File: src/rtl/store_write_sequencer.sv
// Store write-data sequencer: word stores go straight to memory, byte/halfword
// stores run a read-modify-write of the target word with little-endian lane merge.
module store_write_sequencer #(
    parameter int DATA_W   = 32,
    parameter int MEM_LAT  = 1,
    parameter int LANE_SEL = 0,
    localparam int OFF_W   = $clog2(DATA_W / 8)
) (
    input  logic              clk,
    input  logic              reset,
    input  logic              start,
    input  logic [1:0]        store_size,
    input  logic [OFF_W-1:0]  addr_off,
    input  logic [DATA_W-1:0] reg_B_data,
    input  logic [DATA_W-1:0] mem_rdata,
    output logic              mem_rd,
    output logic              mem_wr,
    output logic [DATA_W-1:0] mux_wd_memory_out,
    output logic              busy,
    output logic              done,
    output logic              err
);
    localparam int         NUM_LANES = DATA_W / 8;
    localparam logic [2:0] CNT_LAST  = 3'(MEM_LAT - 1);

    localparam logic [1:0] SZ_WORD = 2'b00;
    localparam logic [1:0] SZ_HALF = 2'b01;
    localparam logic [1:0] SZ_RSVD = 2'b11;

    typedef enum logic [2:0] {
        S_IDLE,
        S_READ,
        S_WAIT,
        S_WRITE,
        S_ERR
    } state_t;

    state_t            r_state;
    logic [2:0]        r_cnt;
    logic [1:0]        r_size;
    logic [OFF_W-1:0]  r_off;
    logic [15:0]       r_bdata;
    logic [DATA_W-1:0] r_wdata;
    logic              r_mem_rd;
    logic              r_mem_wr;
    logic              r_busy;
    logic              r_done;
    logic              r_err;

    logic [OFF_W-1:0]  w_lane_lo;
    logic [OFF_W-1:0]  w_lane_hi;
    logic [DATA_W-1:0] w_merged;
    logic              w_reject;

    // Legacy mode pins sub-word data to lane 0 regardless of the offset.
    assign w_lane_lo = (LANE_SEL != 0) ? r_off : '0;
    assign w_lane_hi = w_lane_lo + OFF_W'(1);

    assign w_reject = (store_size == SZ_RSVD) ||
                      ((LANE_SEL != 0) && (store_size == SZ_HALF) && addr_off[0]);

    genvar gi;
    generate
        for (gi = 0; gi < NUM_LANES; gi++) begin : g_lane
            logic w_hit_lo;
            logic w_hit_hi;
            assign w_hit_lo = (w_lane_lo == OFF_W'(gi));
            assign w_hit_hi = (r_size == SZ_HALF) && (w_lane_hi == OFF_W'(gi));
            assign w_merged[8*gi +: 8] = w_hit_lo ? r_bdata[7:0]  :
                                         w_hit_hi ? r_bdata[15:8] :
                                                    mem_rdata[8*gi +: 8];
        end
    endgenerate

    always_ff @(posedge clk or negedge reset) begin
        if (!reset) begin
            r_state  <= S_IDLE;
            r_cnt    <= 3'd0;
            r_size   <= 2'b00;
            r_off    <= '0;
            r_bdata  <= 16'd0;
            r_wdata  <= '0;
            r_mem_rd <= 1'b0;
            r_mem_wr <= 1'b0;
            r_busy   <= 1'b0;
            r_done   <= 1'b0;
            r_err    <= 1'b0;
        end else begin
            r_mem_rd <= 1'b0;
            r_mem_wr <= 1'b0;
            r_done   <= 1'b0;
            r_err    <= 1'b0;
            case (r_state)
                S_IDLE: begin
                    if (start) begin
                        r_size  <= store_size;
                        r_off   <= addr_off;
                        r_bdata <= reg_B_data[15:0];
                        r_busy  <= 1'b1;
                        if (w_reject) begin
                            r_state <= S_ERR;
                            r_err   <= 1'b1;
                        end else if (store_size == SZ_WORD) begin
                            r_state  <= S_WRITE;
                            r_wdata  <= reg_B_data;
                            r_mem_wr <= 1'b1;
                            r_done   <= 1'b1;
                        end else begin
                            r_state  <= S_READ;
                            r_mem_rd <= 1'b1;
                        end
                    end
                end
                S_READ: begin
                    r_state <= S_WAIT;
                    r_cnt   <= 3'd0;
                end
                S_WAIT: begin
                    // Read data is valid on the last WAIT cycle, MEM_LAT after READ.
                    if (r_cnt == CNT_LAST) begin
                        r_state  <= S_WRITE;
                        r_wdata  <= w_merged;
                        r_mem_wr <= 1'b1;
                        r_done   <= 1'b1;
                    end else begin
                        r_cnt <= r_cnt + 3'd1;
                    end
                end
                default: begin
                    r_state <= S_IDLE;
                    r_busy  <= 1'b0;
                end
            endcase
        end
    end

    assign mem_rd            = r_mem_rd;
    assign mem_wr            = r_mem_wr;
    assign mux_wd_memory_out = r_wdata;
    assign busy              = r_busy;
    assign done              = r_done;
    assign err               = r_err;

endmodule

File: config.mk
export PLATFORM = sky130hd
export DESIGN_NAME = store_write_sequencer
export DESIGN_NICKNAME = d
export VERILOG_FILES = /design/src/rtl/store_write_sequencer.sv
export SDC_FILE = /design/constraint.sdc
export NUM_CORES = 1
export LEC_CHECK = 0
export BUFFER_PORTS_ARGS = -buffer_cell sky130_fd_sc_hd__buf_2
export CAP_MARGIN = 20
export CORE_MARGIN = 1
export CORE_UTILIZATION = 49
export CTS_CLUSTER_DIAMETER = 80
export DETAILED_ROUTE_END_ITERATION = 7
export GPL_ROUTABILITY_DRIVEN = 0
export PLACE_DENSITY = 0.81
export SETUP_SLACK_MARGIN = 0.05
export SLEW_MARGIN = 5
export SYNTH_ARGS = -nofsm -noshare
export SYNTH_HDL_FRONTEND = slang
export SYNTH_SLANG_ARGS = --single-unit
File: constraint.sdc
create_clock -name clk -period 1.8 [get_ports clk]
set_input_delay 0.18 -clock clk [delete_from_list [all_inputs] [get_ports clk]]
set_output_delay 0.18 -clock clk [all_outputs]
set_load 0.02 [all_outputs]
# ---- Word-level counts from Yosys, hierarchy flattened
# Index checks and enable logic that the tools add are counted.
dict set report totals {
  output_inout_bits 37
  elab_cells 58
  reg_bits 60
}
dict set report op_classes {
  bitwise_logic 1
  n_reduce_logical 11
  n_eq_ne 9
  n_mux 27
  n_addsub 1
}
# cell count
set op_table {}
lappend op_table {{2-to-1 mux 32 bit} 4}
lappend op_table {{case mux 32 bit (2 select lines)} 1}
lappend op_table {{2-to-1 mux 1 bit} 12}
lappend op_table {{2-to-1 mux 3 bit} 4}
lappend op_table {{inequality test 2 bit, second input constant} 5}
lappend op_table {{case mux 3 bit (3 select lines)} 1}
lappend op_table {{2-to-1 mux 8 bit} 1}
lappend op_table {{AND reduction 2 bit} 4}
lappend op_table {{logical NOT 3 bit} 2}
lappend op_table {{case mux 3 bit (2 select lines)} 1}
lappend op_table {{AND reduction 5 bit} 1}
lappend op_table {{case mux 1 bit (2 select lines)} 2}
lappend op_table {{nonzero test 2 bit} 2}
lappend op_table {{adder 3 x 1 -> 3 bit, second input constant} 1}
lappend op_table {{equality test 3 x 1 -> 1 bit, second input constant} 1}
lappend op_table {{equality test 3 x 2 -> 1 bit, second input constant} 1}
lappend op_table {{equality test 2 x 1 -> 1 bit, second input constant} 1}
lappend op_table {{equality test 2 bit, second input constant} 1}
lappend op_table {{logical NOT 2 bit} 1}
lappend op_table {{2-to-1 mux 2 bit} 1}
lappend op_table {{OR reduction 2 bit} 1}
lappend op_table {{NOT 1 bit} 1}

# ---- Depth between registers and ports, before layout
# Gate-level depths: netlist of the first run.
dict set report depth {
  ltp_word 5
  mapped_depth 7
  depth_no_buf 6
}

# ---- Least setup slack after synthesis of the first run
# No wires, ideal clock.
dict set report synth_timing {
  path_type {reg-to-reg}
  from {reg r_state[0]}
  to {reg r_bdata[10]}
  stages_incl_launch_ff 7
  setup_time_ns 0.125
  t_arrival_ns 1.389
  path_buffers 3
  period_less_slack_ns 1.514
  required_ns 1.675
  path_slack_ns 0.286
  cell_sequence {dfrtp_1 > buf_6 > nor2_4 > and2_4 > buf_12 > buf_12 > mux2_4}
}
dict set report synth_via {
  elab_chain_cells 2
}
# item line
set synth_lines {}
lappend synth_lines {{start, declared} 38} ;# state_t r_state;
lappend synth_lines {{start signal, assigned} 77} ;# r_state <= S_IDLE;
lappend synth_lines {{start signal, assigned} 101} ;# r_state <= S_ERR;
lappend synth_lines {{start signal, assigned} 104} ;# r_state <= S_WRITE;
lappend synth_lines {{logical NOT 3 bit} 93} ;# case (r_state)
lappend synth_lines {{AND reduction 2 bit (no source line)} -}
lappend synth_lines {{end signal, assigned} 98} ;# r_bdata <= reg_B_data[15:0];
lappend synth_lines {{end, declared} 42} ;# logic [15:0] r_bdata;
# No other way between the ends.
# A chain may end at the register's enable or synchronous reset.

# ---- Worst setup path after layout of the first run
dict set report layout_timing {
  from {reg r_state[2]}
  to {reg r_bdata[0]}
}
# Same word-level chain as after synthesis.

==> results by group, run 1 <==
Timing
  • Clk_skew: 0.00975 ns
  • Final period utilization: 91.5%
  • Max frequency: between 600 and 700 MHz
  • Setup TNS: 0 ns
  • RSZ-0062 raised after global routing: true
  • Final Hold Vio Count: 0
  • Final Critical Period: between 1.5 and 2 ns
  • Max Transition Viols Final: 0
  • Worst slew pin tran: 0.347 ns
  • Hold Slack: between 0.1 and 0.15 ns
  • Worst slew margin: between 70 and 80%
  • Final setup viols: 0

Critical path
  • Critical Path End Type: flip-flop
  • Crit path max fanout: 19
  • Crit Path Class: flip-flop to flip-flop
  • Highest cell delay on the worst timing path: roughly 0.47 ns
  • CP Data Arrival Time: around 1.9 ns
  • CP startpoint kind: flip-flop
  • Worst-path cell chain: nor2_4 > and2_4 > mux2_2
  • Worst reg-to-reg path cell count: 3
  • CP max stage cell: dfrtp_1
  • WP data required: roughly 2.0 ns

Drt
  • First-iteration detailed-routing DRC count: 110
  • WL/cell: 14.6 um
  • DRC viols: 0
  • Routed Wire Length: between 6000 and 7000 um
  • Antenna Nets Post-Route: 0
  • DR vias: between 2000 and 2500
  • Vias/cell: ~5.2
  • Drt pass-1 iters: 4

Synth
  • Avg Inst Size Synth: about 12 um2
  • Sequential area share after synthesis: 52.6%
  • Synth unique cells: 31
  • Main synth FF type: dfrtp_1
  • Cell Area, Synth: 2860 um2
  • Synthesis Warnings: 0
  • Async SR Flop Fraction: between 90% and 100%
  • Syn Inst Count: around 240
  • Post-synth EDFFs: 0
  • Synthesized net count: ~320
  • Register bit total from synthesis: 60

Min path
  • Worst hold stages: 2
  • HP Class: input pin to flip-flop

Layout
  • Register area: 1500 um2
  • Final Cell Area: roughly 3600 um2
  • Area grow syn2layout: 26.4%
  • Filler cells: approximately 460
  • Footprint of the multi-input gates: approximately 1200 um2
  • Non-Filler Instances: 418
  • Fraction of layout cells with a size suffix above 1: between 40% and 50%
  • NumNets Final: around 420
  • Antenna Cells: 0

Clock network
  • Cts bufs inserted: 9
  • Max clock buf depth: 2
  • CTS clk-pin slew, worst paths: ~0.060 ns
  • Post-CTS repair timing setup buffer count: 0
  • Resized cells post-CTS: 0
  • CTS tree: yes
  • Clk Latency, worst-skew pair: 0.32 ns
  • Clock H-tree levels: 3
  • # clock sinks: 60
  • CTS Root Buffer Type: clkbuf_8

Pwr
  • Sequential share of power: approximately a third
  • Clock group share of total power: between 15 and 20%
  • Net Switching: between 2000 and 3000 uW
  • Maximum VDD drop: 1.03 mV
  • LEAKAGE: 0.00188 uW
  • Switching share of power: 38.9%
  • Pwr dens: about 1900 nW/um2
  • Internal: 4080 uW
  • Combinational Power Share: between 40% and 50%

Placed design
  • Port Buffers: 97
  • Dpl hpwl: about 4400 um
  • DP Area: 3410 um2
  • Placed insts: about 400

GRT
  • Largest net degree at the start of global routing: ~60
  • GRT Util Overall: roughly 22%
  • Initial antenna violation count: 0
  • Final global-route overflow total: 0
  • First-pass GRT wire length: between 10000 and 15000 um
  • Vias in the first global route: 2137

Die
  • Starting density of the core: between 50% and 60%
  • Core area: around 5600 um2
  • Die Y: 78.4 um
  • Ports: between 100 and 150
  • Die footprint: 6140 um2
  • Num rows: 27
  • Die extent in x: 78.4 um

Run
  • Max Cap Violations: 0

Run status
  • Outcome: finished clean
## metrics by stage
stage / setup slack [ns] / total power, uW / util (%)
2_1_floorplan: 0.286 / 4620 / -
3_3_place_gp: 0.206 / 5420 / 61.2
3_5_place_dp: 0.161 / 5580 / 61.2
4_1_cts: 0.151 / 6770 / 64.8
5_1_grt: 0.0497 / 7160 / 64.8
6_report: 0.154 / 6680 / 64.8
## routing by layer
metal	wire length (um)	GRT usage (%)	share of wire, %
met1	2610	27.3	43
met4	121	8.89	2.0
met3	231	5.81	3.8
met2	3130	35.5	51
met5	0	0	0
## cell usage after synthesis (5+ instances only)
master	number	area (um2)
ha_1	5	62.6
buf_2	7	35.0
mux2i_1	24	240
dfrtp_1	60	1500
nor2b_1	5	31.3
o21ai_0	35	175
mux2_2	18	203
mux2_4	9	135
o22ai_1	8	50.1
nand2_1	32	120
inv_1	5	18.8
## kinds of logic after synthesis
logic type	Yosys count	share of synthesized area, %
adder cells (fa/ha/maj)	5	2.19
multiplexers	51	20.2
AO/OA/AOI/OAI	56	12.0
AND/OR/NAND/NOR	47	7.71
buffers and inverters	22	5.34
flip-flops	60	52.6
## critical path, delay by kind of cell, from the launching register on
| kind | cells | cell delay [ns] |
|---|---|---|
| AND/OR/NAND/NOR | 2 | 0.67 |
| flip-flops | 1 | 0.47 |
| multiplexers | 1 | 0.38 |
## repair_timing
item                                    in CTS  in global routing
endpoints found under the setup margin       0                  1
hold buffers                                 1                  0
endpoints found under the hold margin       60                  0
## worst paths after layout
path / start / to / slack (ns)
worst max-delay path: r_state[2]$_DFFE_PN0P_ / r_bdata[0]$_DFFE_PN0P_ / 0.15
worst min-delay path: reg_B_data[7] / r_bdata[7]$_DFFE_PN0P_ / 0.10
worst max register to register: r_state[2]$_DFFE_PN0P_ / r_bdata[0]$_DFFE_PN0P_ / 0.15
worst min register to register: mux_wd_memory_out[25]$_DFFE_PN0P_ / mux_wd_memory_out[25]$_DFFE_PN0P_ / 0.47
max in group asynchronous: reset / mux_wd_memory_out[3]$_DFFE_PN0P_ / 1.16
min in group asynchronous: reset / r_size[0]$_DFFE_PN0P_ / 0.39
## flip-flops by register name, summed over array words and instances, names as in the netlist
signal	count
busy	1
done	1
err	1
mem_rd	1
mux_wd_memory_out	32
r_bdata	16
r_cnt	3
r_size	2
r_state	3
## power groups by stage
stage          sequential (uW)  combinational (uW)  clock, uW
2_1_floorplan             2730                1890          0
3_3_place_gp              2290                3140          0
3_5_place_dp              2340                3240          0
4_1_cts                   2320                3250       1200
5_1_grt                   2400                3490       1280
6_report                  2310                3200       1170
## cell usage in the layout (no fill, tap or decap), types with 2 or more instances in the layout
cell,synthesis,layout
buf_4,3,7
buf_2,7,97
a22o_1,3,3
o21ai_0,35,35
buf_12,2,3
mux2_4,9,9
mux2_2,18,18
dfrtp_1,60,60
ha_1,5,5
clkbuf_8,0,11
inv_1,5,5
nand2_1,32,32
nor2b_1,5,5
and3_1,3,3
a21oi_1,3,3
a211oi_1,2,2
o22ai_1,8,8
o21bai_1,2,2
mux2i_1,24,24
## area by class of cell
class / instances / area share [%]
multi-input cells: 159 / 33.3
clock buffers: 12 / 4.30
repair buffers: 108 / 16.8
well taps: 72 / 2.49
clock inverters: 2 / 0.970
inverters: 5 / 0.520
flip-flops and latches: 60 / 41.6
Note: power is estimated with default switching activity, not from simulation.
==> inputs of run 2 (changes only) <==
--- a/config.mk
+++ b/config.mk
@@ -5,14 +5,14 @@
 export SDC_FILE = /design/constraint.sdc
 export NUM_CORES = 1
 export LEC_CHECK = 0
-export BUFFER_PORTS_ARGS = -buffer_cell sky130_fd_sc_hd__buf_2
 export CAP_MARGIN = 20
 export CORE_MARGIN = 1
-export CORE_UTILIZATION = 49
+export CORE_UTILIZATION = 55
 export CTS_CLUSTER_DIAMETER = 80
 export DETAILED_ROUTE_END_ITERATION = 7
+export DONT_BUFFER_PORTS = 1
 export GPL_ROUTABILITY_DRIVEN = 0
-export PLACE_DENSITY = 0.81
+export PLACE_DENSITY = 0.71
 export SETUP_SLACK_MARGIN = 0.05
 export SLEW_MARGIN = 5
 export SYNTH_ARGS = -nofsm -noshare
==> run 2 against run 1 <==
  * Total power down 7.0%
  * Critical path depth up 4
  * Clock power down 9%
  * Hold slack worse by 0.051 ns
  * Largest cell class unchanged
  * Global-route usage up 0.77 points
  * Critical endpoint is now mux_wd_memory_out[1]$_DFFE_PN0P_
  * Die area down 11%
  * Worst setup slack about the same
  * Wire length down 4.1%
  * Combinational power down 28%
  * First-iteration DRC count up 5.5%
==> results by group, run 2 (synthesized netlist as in run 1, its figures left out) <==
Pwr
  • Maximum VDD drop: 0.987 mV
  • Total power: around 6200 uW
  • Pwr dens: 1890 nW/um2
  • LEAKAGE: about 0.0016 uW

Layout
  • Most frequent cells in the layout: dfrtp_1 (60), o21ai_0 (35), nand2_1 (32)
  • NumNets Final: 341
  • Final Cell Area: between 3000 and 4000 um2
  • Fraction of layout cells with a size suffix above 1: 20.4%
  • Commonest non-fill, non-tap cell in the layout: dfrtp_1
  • Final Core Density: about two thirds
  • Non-Filler Instances: roughly 340
  • Antenna Cells: 0
  • Filler cells: approximately 390
  • Area grow syn2layout: 15.4%
  • Max reg flops: 32

Die
  • Starting density of the core: 58.9%
  • Ports: 108
  • Die footprint: between 5000 and 6000 um2
  • Die extent in x: about 74 um
  • Num rows: 25
  • Core area: between 4000 and 5000 um2
  • Die Y: about 74 um

Placed design
  • Port Buffers: 0
  • Dpl hpwl: ~3700 um
  • DP Area: between 2000 and 3000 um2
  • Placed insts: around 300

GRT
  • Final global-route overflow total: 0
  • GRT Util Overall: roughly 22%
  • First-pass GRT wire length: roughly 9000 um
  • Initial antenna violation count: 0
  • Largest net degree at the start of global routing: 61
  • Vias in the first global route: 1848

Clock network
  • Max clock buf depth: 2
  • CTS Root Buffer Type: clkbuf_8
  • # clock sinks: 60
  • Clock H-tree levels: 3
  • CTS tree: yes
  • Clk Latency, worst-skew pair: 0.34 ns
  • CTS clk-pin slew, worst paths: ~0.060 ns
  • Post-CTS repair timing setup buffer count: 0
  • Cts bufs inserted: 9

Timing
  • Final Critical Period: between 1.5 and 2 ns
  • Worst slew margin: between 70% and 80%
  • Final setup viols: 0
  • Setup TNS: 0 ns
  • Max frequency: around 610 MHz
  • Worst slew pin tran: 0.353 ns
  • Clk_skew: between 0.01 and 0.015 ns
  • Final Hold Vio Count: 0
  • Final period utilization: 91.5%
  • Max Transition Viols Final: 0
  • RSZ-0062 raised after global routing: false

Drt
  • Routed Wire Length: 5840 um
  • DRC viols: 0
  • DR vias: 1855
  • Vias/cell: between 5 and 6
  • WL/cell: 17.4 um
  • Drt pass-1 iters: 4
  • Antenna Nets Post-Route: 0
  • First-iteration detailed-routing DRC count: around 120

Critical path
  • Bufs and invs on worst path: 2
  • Critical Path End Type: flip-flop
  • CP max stage cell: dfrtp_1
  • CP startpoint kind: flip-flop
  • CP Data Arrival Time: 1.88 ns
  • Top delay family on crit path: flip-flops
  • Worst-path cell chain: inv_1 > ha_1 > and3b_1 > o221ai_4 > buf_12 > nand2_1 > o21ai_0
  • WP data required: ~2.0 ns
  • Crit Path Class: flip-flop to flip-flop
  • Crit path max fanout: 40
  • Highest cell delay on the worst timing path: 0.40 ns

Run
  • Max Cap Violations: 0

Run status
  • Outcome: finished clean

Min path
  • HP Class: input pin to flip-flop
## run 2: final timing paths
kind	from	to	slack, ns	cells past startpoint
min	reg_B_data[2]	mux_wd_memory_out[2]$_DFFE_PN0P_	0.05	2
max in group asynchronous	reset	mux_wd_memory_out[12]$_DFFE_PN0P_	1.15	2
min reg2reg	r_size[0]$_DFFE_PN0P_	r_size[0]$_DFFE_PN0P_	0.50	1
min in group asynchronous	reset	r_state[0]$_DFFE_PN0P_	0.39	2
max	r_cnt[1]$_DFFE_PN0P_	mux_wd_memory_out[1]$_DFFE_PN0P_	0.15	7
max reg2reg	r_cnt[1]$_DFFE_PN0P_	mux_wd_memory_out[1]$_DFFE_PN0P_	0.15	7
## run 2: area by class of cell
class | instances | area, um2 | area share [%]
multi-input cells | 159 | 1200 | 36.5
well taps | 67 | 83.8 | 2.54
flip-flops and latches | 60 | 1500 | 45.5
clock buffers | 13 | 159 | 4.82
clock inverters | 2 | 10.0 | 0.304
inverters | 5 | 18.8 | 0.569
repair buffers | 30 | 322 | 9.75
## run 2: report_power, final
part	leakage, uW	switching [uW]	internal [uW]	total (uW)
clock	0.0000893	494	563	1060
combinational	0.000732	1130	1150	2290
sequential	0.000737	894	1980	2870
total	0.00156	2520	3700	6220
## run 2: per-layer routing
layer / vias to the layer above / global-route usage [%] / part of all wire (%)
met2: 59 / 35.5 / 49
met3: 12 / 7.18 / 6.3
met4: 0 / 11.1 / 2.2
li1: 893 / - / -
met1: 891 / 28.0 / 43
met5: - / 0 / 0
## run 2: through the flow
stage | setup slack, ns | hold slack, ns
6_report | 0.153 | 0.0519
5_1_grt | 0.0557 | 0.0612
4_1_cts | 0.110 | 0.0439
3_5_place_dp | 0.129 | -0.114
3_3_place_gp | 0.189 | -0.114
2_1_floorplan | 0.286 | -0.116
## run 2: what timing repair did
item | 4_1_cts | 5_1_grt
resized for setup | 0 | 1
endpoints found under the setup margin | 0 | 7
hold buffers | 20 | 0
endpoints found under the hold margin | 78 | 0
